$ cat src/rtl/fetch_sequencer_pkg.sv
// Shared types and default constants for the fetch sequencer.
//   fetch_state_t : sequencer FSM state encoding
//   *_DEF         : default widths, PC increment and reset PC
package fetch_sequencer_pkg;

   localparam int unsigned PC_W_DEF     = 8;
   localparam int unsigned IW_DEF       = 8;
   localparam int unsigned INC_DEF      = 4;
   localparam int unsigned RESET_PC_DEF = 0;

   typedef enum logic [1:0] {
      IDLE = 2'd0,
      REQ  = 2'd1,
      WAIT = 2'd2,
      HOLD = 2'd3
   } fetch_state_t;

endpackage

$ cat src/rtl/fetch_sequencer_pc_reg.sv
// Program counter register with redirect load and wrap-around increment.
//   clk, rst_n : clock, synchronous active-high reset (loads RESET_PC)
//   load       : take load_pc (highest priority after reset)
//   load_pc    : redirect target
//   inc        : take base_pc + INC, modulo 2^PC_W
//   base_pc    : address of the instruction just fetched
//   pc         : current program counter
module fetch_sequencer_pc_reg
   import fetch_sequencer_pkg::*;
#(
   parameter int unsigned PC_W     = PC_W_DEF,
   parameter int unsigned INC      = INC_DEF,
   parameter int unsigned RESET_PC = RESET_PC_DEF
) (
   input  logic            clk,
   input  logic            rst_n,
   input  logic            load,
   input  logic [PC_W-1:0] load_pc,
   input  logic            inc,
   input  logic [PC_W-1:0] base_pc,
   output logic [PC_W-1:0] pc
);

   // Sum is taken at PC_W bits so the carry out is simply dropped (wrap).
   logic [PC_W-1:0] pc_next_seq;
   assign pc_next_seq = base_pc + PC_W'(INC);

   always_ff @(posedge clk) begin
      if (rst_n) begin
         pc <= PC_W'(RESET_PC);
      end else if (load) begin
         pc <= load_pc;
      end else if (inc) begin
         pc <= pc_next_seq;
      end
   end

endmodule

$ cat src/rtl/fetch_sequencer.sv
// Instruction fetch sequencer: drives the PC through a req/gnt/rvalid memory
// port, one fetch outstanding, and hands results downstream on valid/ready.
//   clk, rst_n             : clock, synchronous active-high reset
//   start, halt            : begin fetching / stop at next transaction boundary
//   redir_valid, redir_pc  : branch redirect strobe and target
//   imem_req, imem_addr    : fetch request and address (address is the PC)
//   imem_gnt               : request accepted
//   imem_rvalid, imem_rdata: fetch response
//   out_valid, out_instr,
//   out_pc, out_ready      : downstream instruction handshake
//   busy                   : sequencer not idle
module fetch_sequencer
   import fetch_sequencer_pkg::*;
#(
   parameter int unsigned PC_W     = PC_W_DEF,
   parameter int unsigned IW       = IW_DEF,
   parameter int unsigned INC      = INC_DEF,
   parameter int unsigned RESET_PC = RESET_PC_DEF
) (
   input  logic            clk,
   input  logic            rst_n,
   input  logic            start,
   input  logic            halt,
   input  logic            redir_valid,
   input  logic [PC_W-1:0] redir_pc,
   output logic            imem_req,
   output logic [PC_W-1:0] imem_addr,
   input  logic            imem_gnt,
   input  logic            imem_rvalid,
   input  logic [IW-1:0]   imem_rdata,
   output logic            out_valid,
   output logic [IW-1:0]   out_instr,
   output logic [PC_W-1:0] out_pc,
   input  logic            out_ready,
   output logic            busy
);

   fetch_state_t    state_q, state_d;
   logic            squash_q, squash_d;
   logic            halt_pend_q, halt_pend_d;
   logic [PC_W-1:0] req_pc_q, req_pc_d;
   logic            out_valid_d;
   logic [IW-1:0]   out_instr_d;
   logic [PC_W-1:0] out_pc_d;
   logic            pc_inc;
   logic            halt_any;
   logic [PC_W-1:0] pc;

   fetch_sequencer_pc_reg #(
      .PC_W     (PC_W),
      .INC      (INC),
      .RESET_PC (RESET_PC)
   ) u_pc_reg (
      .clk     (clk),
      .rst_n   (rst_n),
      .load    (redir_valid),
      .load_pc (redir_pc),
      .inc     (pc_inc),
      .base_pc (req_pc_q),
      .pc      (pc)
   );

   assign imem_addr = pc;
   assign halt_any  = halt | halt_pend_q;

   // Next-state, squash/halt bookkeeping and output-register inputs.
   always_comb begin
      state_d     = state_q;
      squash_d    = squash_q;
      halt_pend_d = halt_pend_q;
      req_pc_d    = req_pc_q;
      out_valid_d = out_valid;
      out_instr_d = out_instr;
      out_pc_d    = out_pc;
      pc_inc      = 1'b0;

      case (state_q)
         IDLE: begin
            if (start && !halt) begin
               state_d = REQ;
            end
         end
         REQ: begin
            if (imem_gnt) begin
               state_d  = WAIT;
               req_pc_d = pc;
               // A redirect coinciding with the grant poisons this fetch.
               squash_d = redir_valid;
            end else if (halt_any) begin
               state_d = IDLE;
            end
         end
         WAIT: begin
            if (imem_rvalid) begin
               if (squash_q || redir_valid) begin
                  // Stale response: drop it and refetch from the new PC.
                  squash_d = 1'b0;
                  state_d  = halt_any ? IDLE : REQ;
               end else begin
                  out_valid_d = 1'b1;
                  out_instr_d = imem_rdata;
                  out_pc_d    = req_pc_q;
                  pc_inc      = 1'b1;
                  state_d     = HOLD;
               end
            end else if (redir_valid) begin
               squash_d = 1'b1;
            end
         end
         HOLD: begin
            // A redirect discards the held instruction without a handshake.
            if (redir_valid || out_ready) begin
               out_valid_d = 1'b0;
               state_d     = halt_any ? IDLE : REQ;
            end
         end
         default: begin
            state_d = IDLE;
         end
      endcase

      if (state_d == IDLE) begin
         halt_pend_d = 1'b0;
      end else if (halt) begin
         halt_pend_d = 1'b1;
      end
   end

   // State and registered outputs.
   always_ff @(posedge clk) begin
      if (rst_n) begin
         state_q     <= IDLE;
         squash_q    <= 1'b0;
         halt_pend_q <= 1'b0;
         req_pc_q    <= PC_W'(RESET_PC);
         out_valid   <= 1'b0;
         out_instr   <= '0;
         out_pc      <= '0;
         imem_req    <= 1'b0;
         busy        <= 1'b0;
      end else begin
         state_q     <= state_d;
         squash_q    <= squash_d;
         halt_pend_q <= halt_pend_d;
         req_pc_q    <= req_pc_d;
         out_valid   <= out_valid_d;
         out_instr   <= out_instr_d;
         out_pc      <= out_pc_d;
         imem_req    <= (state_d == REQ);
         busy        <= (state_d != IDLE);
      end
   end

endmodule

$ cat config.mk
export PLATFORM = sky130hd
export DESIGN_NAME = fetch_sequencer
export DESIGN_NICKNAME = d
export VERILOG_FILES = /design/src/rtl/fetch_sequencer_pkg.sv /design/src/rtl/fetch_sequencer_pc_reg.sv /design/src/rtl/fetch_sequencer.sv
export SDC_FILE = /design/constraint.sdc
export NUM_CORES = 1
export LEC_CHECK = 0
export CORE_MARGIN = 8
export CORE_UTILIZATION = 45
export CTS_CLUSTER_SIZE = 25
export DETAILED_ROUTE_END_ITERATION = 7
export PLACE_DENSITY = 0.88
export SETUP_SLACK_MARGIN = 0.02
export SLEW_MARGIN = 20
export SYNTH_ARGS = -nofsm -noshare
export SYNTH_HDL_FRONTEND = slang
export SYNTH_HIERARCHICAL = 1
export SYNTH_SLANG_ARGS = --single-unit
$ cat constraint.sdc
create_clock -name clk -period 2 [get_ports clk]
set_input_delay 0.3 -clock clk [delete_from_list [all_inputs] [get_ports clk]]
set_output_delay 0.3 -clock clk [all_outputs]
set_load 0.005 [all_outputs]
* After elaboration in Yosys (flattened, before gate mapping) *
Cells that the tools add are included.

word-level totals
  output and inout port bits = 27
  input bits = 24
  flip-flop bits (word level) = 39
  word-level logic and storage cells = 60

operators by class
  bitwise gates (word level) = 2
  reduce and logical (&&, ||, !) cells = 15
  add/subtract/negate cells = 1
  multiplexer cells = 22
  equal/unequal tests = 10

operators by type and width
  kind                   number
  $mux W8                2
  $mux W2                6
  $mux W1                11
  $add A8 B3 Y8 const B  1
  $ne A2 B2 Y1 const B   4
  $pmux W2 S4            1
  $reduce_and A4 Y1      2
  $reduce_bool A2 Y1     4
  $ne A3 B3 Y1 const B   2
  $eq A2 B1 Y1 const B   2
  $eq A2 B2 Y1 const B   2
  $logic_not A2 Y1       2
  $pmux W1 S2            2
  $reduce_and A3 Y1      1
  $logic_or A1 B1 Y1     2
  $reduce_and A2 Y1      1
  $reduce_or A2 Y1       1
  $logic_and A1 B1 Y1    1
  $logic_not A1 Y1       1
  $not A1 Y1             1
  $or A1 B1 Y1           1

* Longest topological paths before layout *
  depth in word-level cells = 7
  mapped depth = 9

* Hierarchy *
The synthesis kept the hierarchy.

by module, submodules not included
  module                  area each (µm²)  times used  cells an instance
  fetch_sequencer         1164.9           1           132
  fetch_sequencer_pc_reg  434.2            1           53

* Worst setup path after synthesis *
No wires, ideal clock.

  kind = register to register
  start = reg state_q[1]
  end = reg u_pc_reg.pc[1]
  arrival = 1.600 ns
  stages on the path, launching flop included = 10
  path buffers = 2
  path slack = 0.274 ns
  required time = 1.874 ns
  period minus slack after synthesis = 1.726 ns
  setup time = 0.126 ns
  cells stage by stage = dfxtp_1 -> and3b_1 -> nand2_2 -> inv_2 -> buf_4 -> buf_2 -> mux2i_1 -> nor2_1 -> a21oi_1 -> nor2_1

between the ends
  word-level cells in the longest chain between the ends = 3

RTL lines
  item                          line                          source
  start, declared               fetch_sequencer.sv:38         fetch_state_t state_q, state_d;
  start signal, assigned        fetch_sequencer.sv:142        state_q <= state_d;
  $eq A2 B2 Y1                  fetch_sequencer.sv:77         case (state_q)
  $mux W1                       fetch_sequencer.sv:77
  named net pc_inc              fetch_sequencer.sv:45         logic pc_inc;
  $reduce_bool A2 Y1 (no line)  --
  end signal, assigned          fetch_sequencer_pc_reg.sv:30  pc <= PC_W'(RESET_PC);
  end signal, assigned          fetch_sequencer_pc_reg.sv:32  pc <= load_pc;
  end signal, assigned          fetch_sequencer_pc_reg.sv:34  pc <= pc_next_seq;
  end, declared                 fetch_sequencer_pc_reg.sv:21  output logic [PC_W-1:0] pc

The timed path passes the listed nets, and every way through them passes these cells.
A chain may end at the register's enable or synchronous reset.

* Worst setup path in the final report *
  start = reg state_q[1]
  end = reg u_pc_reg.pc[7]

between the ends
  word-level cells in the longest chain between the ends = 3

RTL lines
  item                          line
  $eq A2 B2 Y1                  fetch_sequencer.sv:77
  $mux W1                       fetch_sequencer.sv:77
  $reduce_bool A2 Y1 (no line)  --

Every way passes these cells.

==> impl_summary.txt <==
----------------------------------------------------
[Run status]
  Status ... complete, no violations

[Job]
  Max capacitance violation total ... 0

[Power]
  Ratio of total power to cell area ... 705 nW/um^2
  Combinational fraction of design power ... 0.129
  Maximum VDD drop ... 546 uV
  Clock power frac ... 0.348
  Leak ... 0.850 nW
  Fraction of power consumed by sequential logic ... 0.523
  Switch share ... 0.230
  Total design power ... 1.59 mW
  Psw ... around 0.37 mW
  Pint ... 1.22 mW

[Worst setup path]
  CP arrival ... around 1.9 ns
  CP Max Fanout ... 17
  Crit path capture type ... flop
  Critical setup path kind ... reg -> reg
  R2R Setup Slk ... 0.37 ns
  Worst R2R Path Depth ... 6
  Data required time of the worst path ... 2.29 ns
  CP startpoint kind ... flop

[Yosys]
  Primary flip-flop cell chosen by synthesis mapping ... sky130_fd_sc_hd__dfxtp_1
  Count of state elements after synthesis ... 39
  Synthesized netlist cell count ... 185
  Post-synth cell types ... 35
  Syn. warnings ... 6
  FFs w/ async S/R, synth ... 0
  Fraction of the yosys area taken by sequential cells ... 0.488
  Post-synthesis average cell area ... 8.64 sq um
  Number of enable-type register cells in the synthesized netlist ... 0
  Cell Area, Synth ... 1600 sq um
  Post-Synthesis Net Count ... 210

[Detailed routing]
  Pre-antenna DRT Iters ... 4
  Total via count in the routed design ... 1440
  Initial DRC count ... 75
  Post-detailed-routing wire length ... 3860 um
  DRC Markers ... 0
  Detail Route Antenna Nets ... 0
  Avg Vias per Cell ... 5.03
  Routed len/inst ... 13.5 um

[GRT]
  Number of global-route vias before repair ... ~1400
  Global route total overflow ... 0
  Number of antenna violations at the first check in global routing ... 0
  Total GRT Usage ... 0.144
  Largest net degree at the start of global routing ... 21
  Global-route wire length before repair ... 6290 um

[Die]
  I/O pin count ... 51
  Die Outline Area ... 5720 sq um
  Starting utilization of the core area ... 0.475
  Core area ... 3360 sq um
  DIE WIDTH ... ~76 um
  Number of standard-cell rows in the floorplan ... 21
  Die Height ... about 76 um

[Finish]
  Synthesis-to-layout area growth ... 40.7%
  Share of cells above drive strength 1 ... 0.100
  Final Instance Area ... about 2200 sq um
  Final #Nets ... 264
  Post-layout instance count excluding filler cells ... 286
  Diode insertion count for antenna repair ... 0
  Final Core Density ... 0.669
  Most common cell after layout, fill and taps aside ... sky130_fd_sc_hd__clkdlybuf4s50_1
  Most frequent cells in the layout ... sky130_fd_sc_hd__clkdlybuf4s50_1 (50), sky130_fd_sc_hd__dfxtp_1 (39), sky130_fd_sc_hd__nand2_1 (35), sky130_fd_sc_hd__a21oi_1 (27), sky130_fd_sc_hd__nor2_1 (24)

[CTS]
  Root buffer cell ... sky130_fd_sc_hd__clkbuf_4
  Bufs on Longest Clock Path ... 2
  CTS tree ... done
  Number of resized instances in the post-cts repair step ... 0
  Clock slew at the register clock pins of the worst setup and hold paths ... 0.12 ns
  H-tree level count ... 2
  Total of hold buffers inserted after clock tree synthesis ... 0
  Sink Count ... 39
  CTS buffer count ... 5
  Count of buffers added by post-CTS timing repair for setup ... 0
  Clock Latency Late Sink ... ~0.35 ns

[Timing]
  Min cycle time layout ... 1.63 ns
  Worst slew margin ... 0.805
  Worst clock skew ... about 0.0096 ns
  Worst-margin pin slew ... 0.292 ns
  Final TNS setup ... 0 ns
  Unrepaired setup endpoints after global routing ... false
  Final setup violation count ... 0
  Highest clock rate ... slightly above 600 MHz
  Final Worst Setup Slack ... 0.366 ns
  Portion of the clock cycle consumed by the worst path in the final layout ... 0.817
  Number of max-slew violations in the final report ... 0
  Final hold vios ... 0
  Hold Worst Slack ... 0.462 ns

[Worst hold path]
  Number of cells on the worst hold path ... 2
  Hold crit path type ... reg -> reg

[Placed design]
  Worst slack at placement ... approximately 0.08 ns
  Cell count after placement ... 278
  HPWL after detailed placement ... 2810 um
  Number of buffers added on ports ... 50
  Cell area after placement ... 2160 sq um
  Weighted congestion reported at the end of routability-driven placement ... 0.876

----------------------------------------------------
per-layer routing:
| layer | global-route usage | routed length [um] | vias to the layer above |
|---|---|---|---|
| li1 | - | - | 740 |
| met1 | 0.165 | 1670 | 658 |
| met2 | 0.233 | 1910 | 38 |
| met3 | 0.0461 | 209 | 4 |
| met4 | 0.0789 | 67 | 0 |
| met5 | 0 | 0 | - |
critical path, cell delays in order, from the launching register on:
cell and delay (ns):
sky130_fd_sc_hd__dfxtp_1 0.46, sky130_fd_sc_hd__and3b_1 0.26, sky130_fd_sc_hd__nand2_2 0.08, sky130_fd_sc_hd__inv_2 0.24, sky130_fd_sc_hd__nor3b_1 0.25, sky130_fd_sc_hd__a41oi_1 0.15
sky130_fd_sc_hd__a21oi_1 0.14
sequential cells by signal, indices dropped and copies added, names as in the netlist, 2 cells and up:
register and flops:
out_instr 8, out_pc 8, req_pc_q 8, u_pc_reg/pc 8
state_q 2
area by class of cell:
class                           count  area [sq um]
Clock buffer                        6          51.3
Clock inverter                      2          35.0
Fill cell                         283          1110
Inverter                            1          3.75
Multi-Input combinational cell    135           768
Sequential cell                    39           781
Tap cell                           46          57.6
Timing Repair Buffer               57           553
power groups by stage:
stage	clock (mW)	sequential [mW]	combinational, mW
finish	0.552	0.829	0.204
global route	0.609	0.834	0.224
CTS	0.568	0.829	0.206
detailed placement	0	0.846	0.204
global placement	0	0.845	0.200
floorplan	0	0.843	0.0981
logic make-up after synthesis:
logic type | after synthesis | share of synthesized area
buffers and inverters | 11 | 0.0313
xor gates and xnor gates | 3 | 0.0164
adders and majority gates | 1 | 0.00782
muxes | 12 | 0.0759
and+or+nand+nor | 77 | 0.214
DFF | 39 | 0.488
AOI/OAI and AO/OA | 42 | 0.166
Yosys cell counts, types with 2 or more instances:
| master | instances | share of area |
|---|---|---|
| sky130_fd_sc_hd__dfxtp_1 | 39 | 0.49 |
| sky130_fd_sc_hd__nand2_1 | 35 | 0.082 |
| sky130_fd_sc_hd__a21oi_1 | 27 | 0.085 |
| sky130_fd_sc_hd__nor2_1 | 24 | 0.056 |
| sky130_fd_sc_hd__mux2i_1 | 11 | 0.069 |
| sky130_fd_sc_hd__buf_2 | 4 | 0.013 |
| sky130_fd_sc_hd__clkbuf_1 | 4 | 0.0094 |
| sky130_fd_sc_hd__nand2b_1 | 4 | 0.016 |
| sky130_fd_sc_hd__a211oi_1 | 3 | 0.014 |
| sky130_fd_sc_hd__a211o_1 | 2 | 0.011 |
| sky130_fd_sc_hd__a221oi_2 | 2 | 0.019 |
| sky130_fd_sc_hd__and2_1 | 2 | 0.0078 |
| sky130_fd_sc_hd__nand3_1 | 2 | 0.0063 |
| sky130_fd_sc_hd__nand3b_1 | 2 | 0.0094 |
| sky130_fd_sc_hd__nor3b_1 | 2 | 0.0094 |
| sky130_fd_sc_hd__o21ai_0 | 2 | 0.0063 |
| sky130_fd_sc_hd__xnor2_1 | 2 | 0.011 |
final timing paths:
| kind | startpoint | endpoint |
|---|---|---|
| max | state_q[1]$_SDFF_PP0_ | u_pc_reg/pc[7]$_SDFFE_PP0P_ |
| min reg2reg | out_instr[2]$_SDFFE_PP0P_ | out_instr[2]$_SDFFE_PP0P_ |
| min | out_instr[2]$_SDFFE_PP0P_ | out_instr[2]$_SDFFE_PP0P_ |
| max reg2reg | state_q[1]$_SDFF_PP0_ | u_pc_reg/pc[7]$_SDFFE_PP0P_ |
No activity file was read; power rests on OpenSTA's default activity.
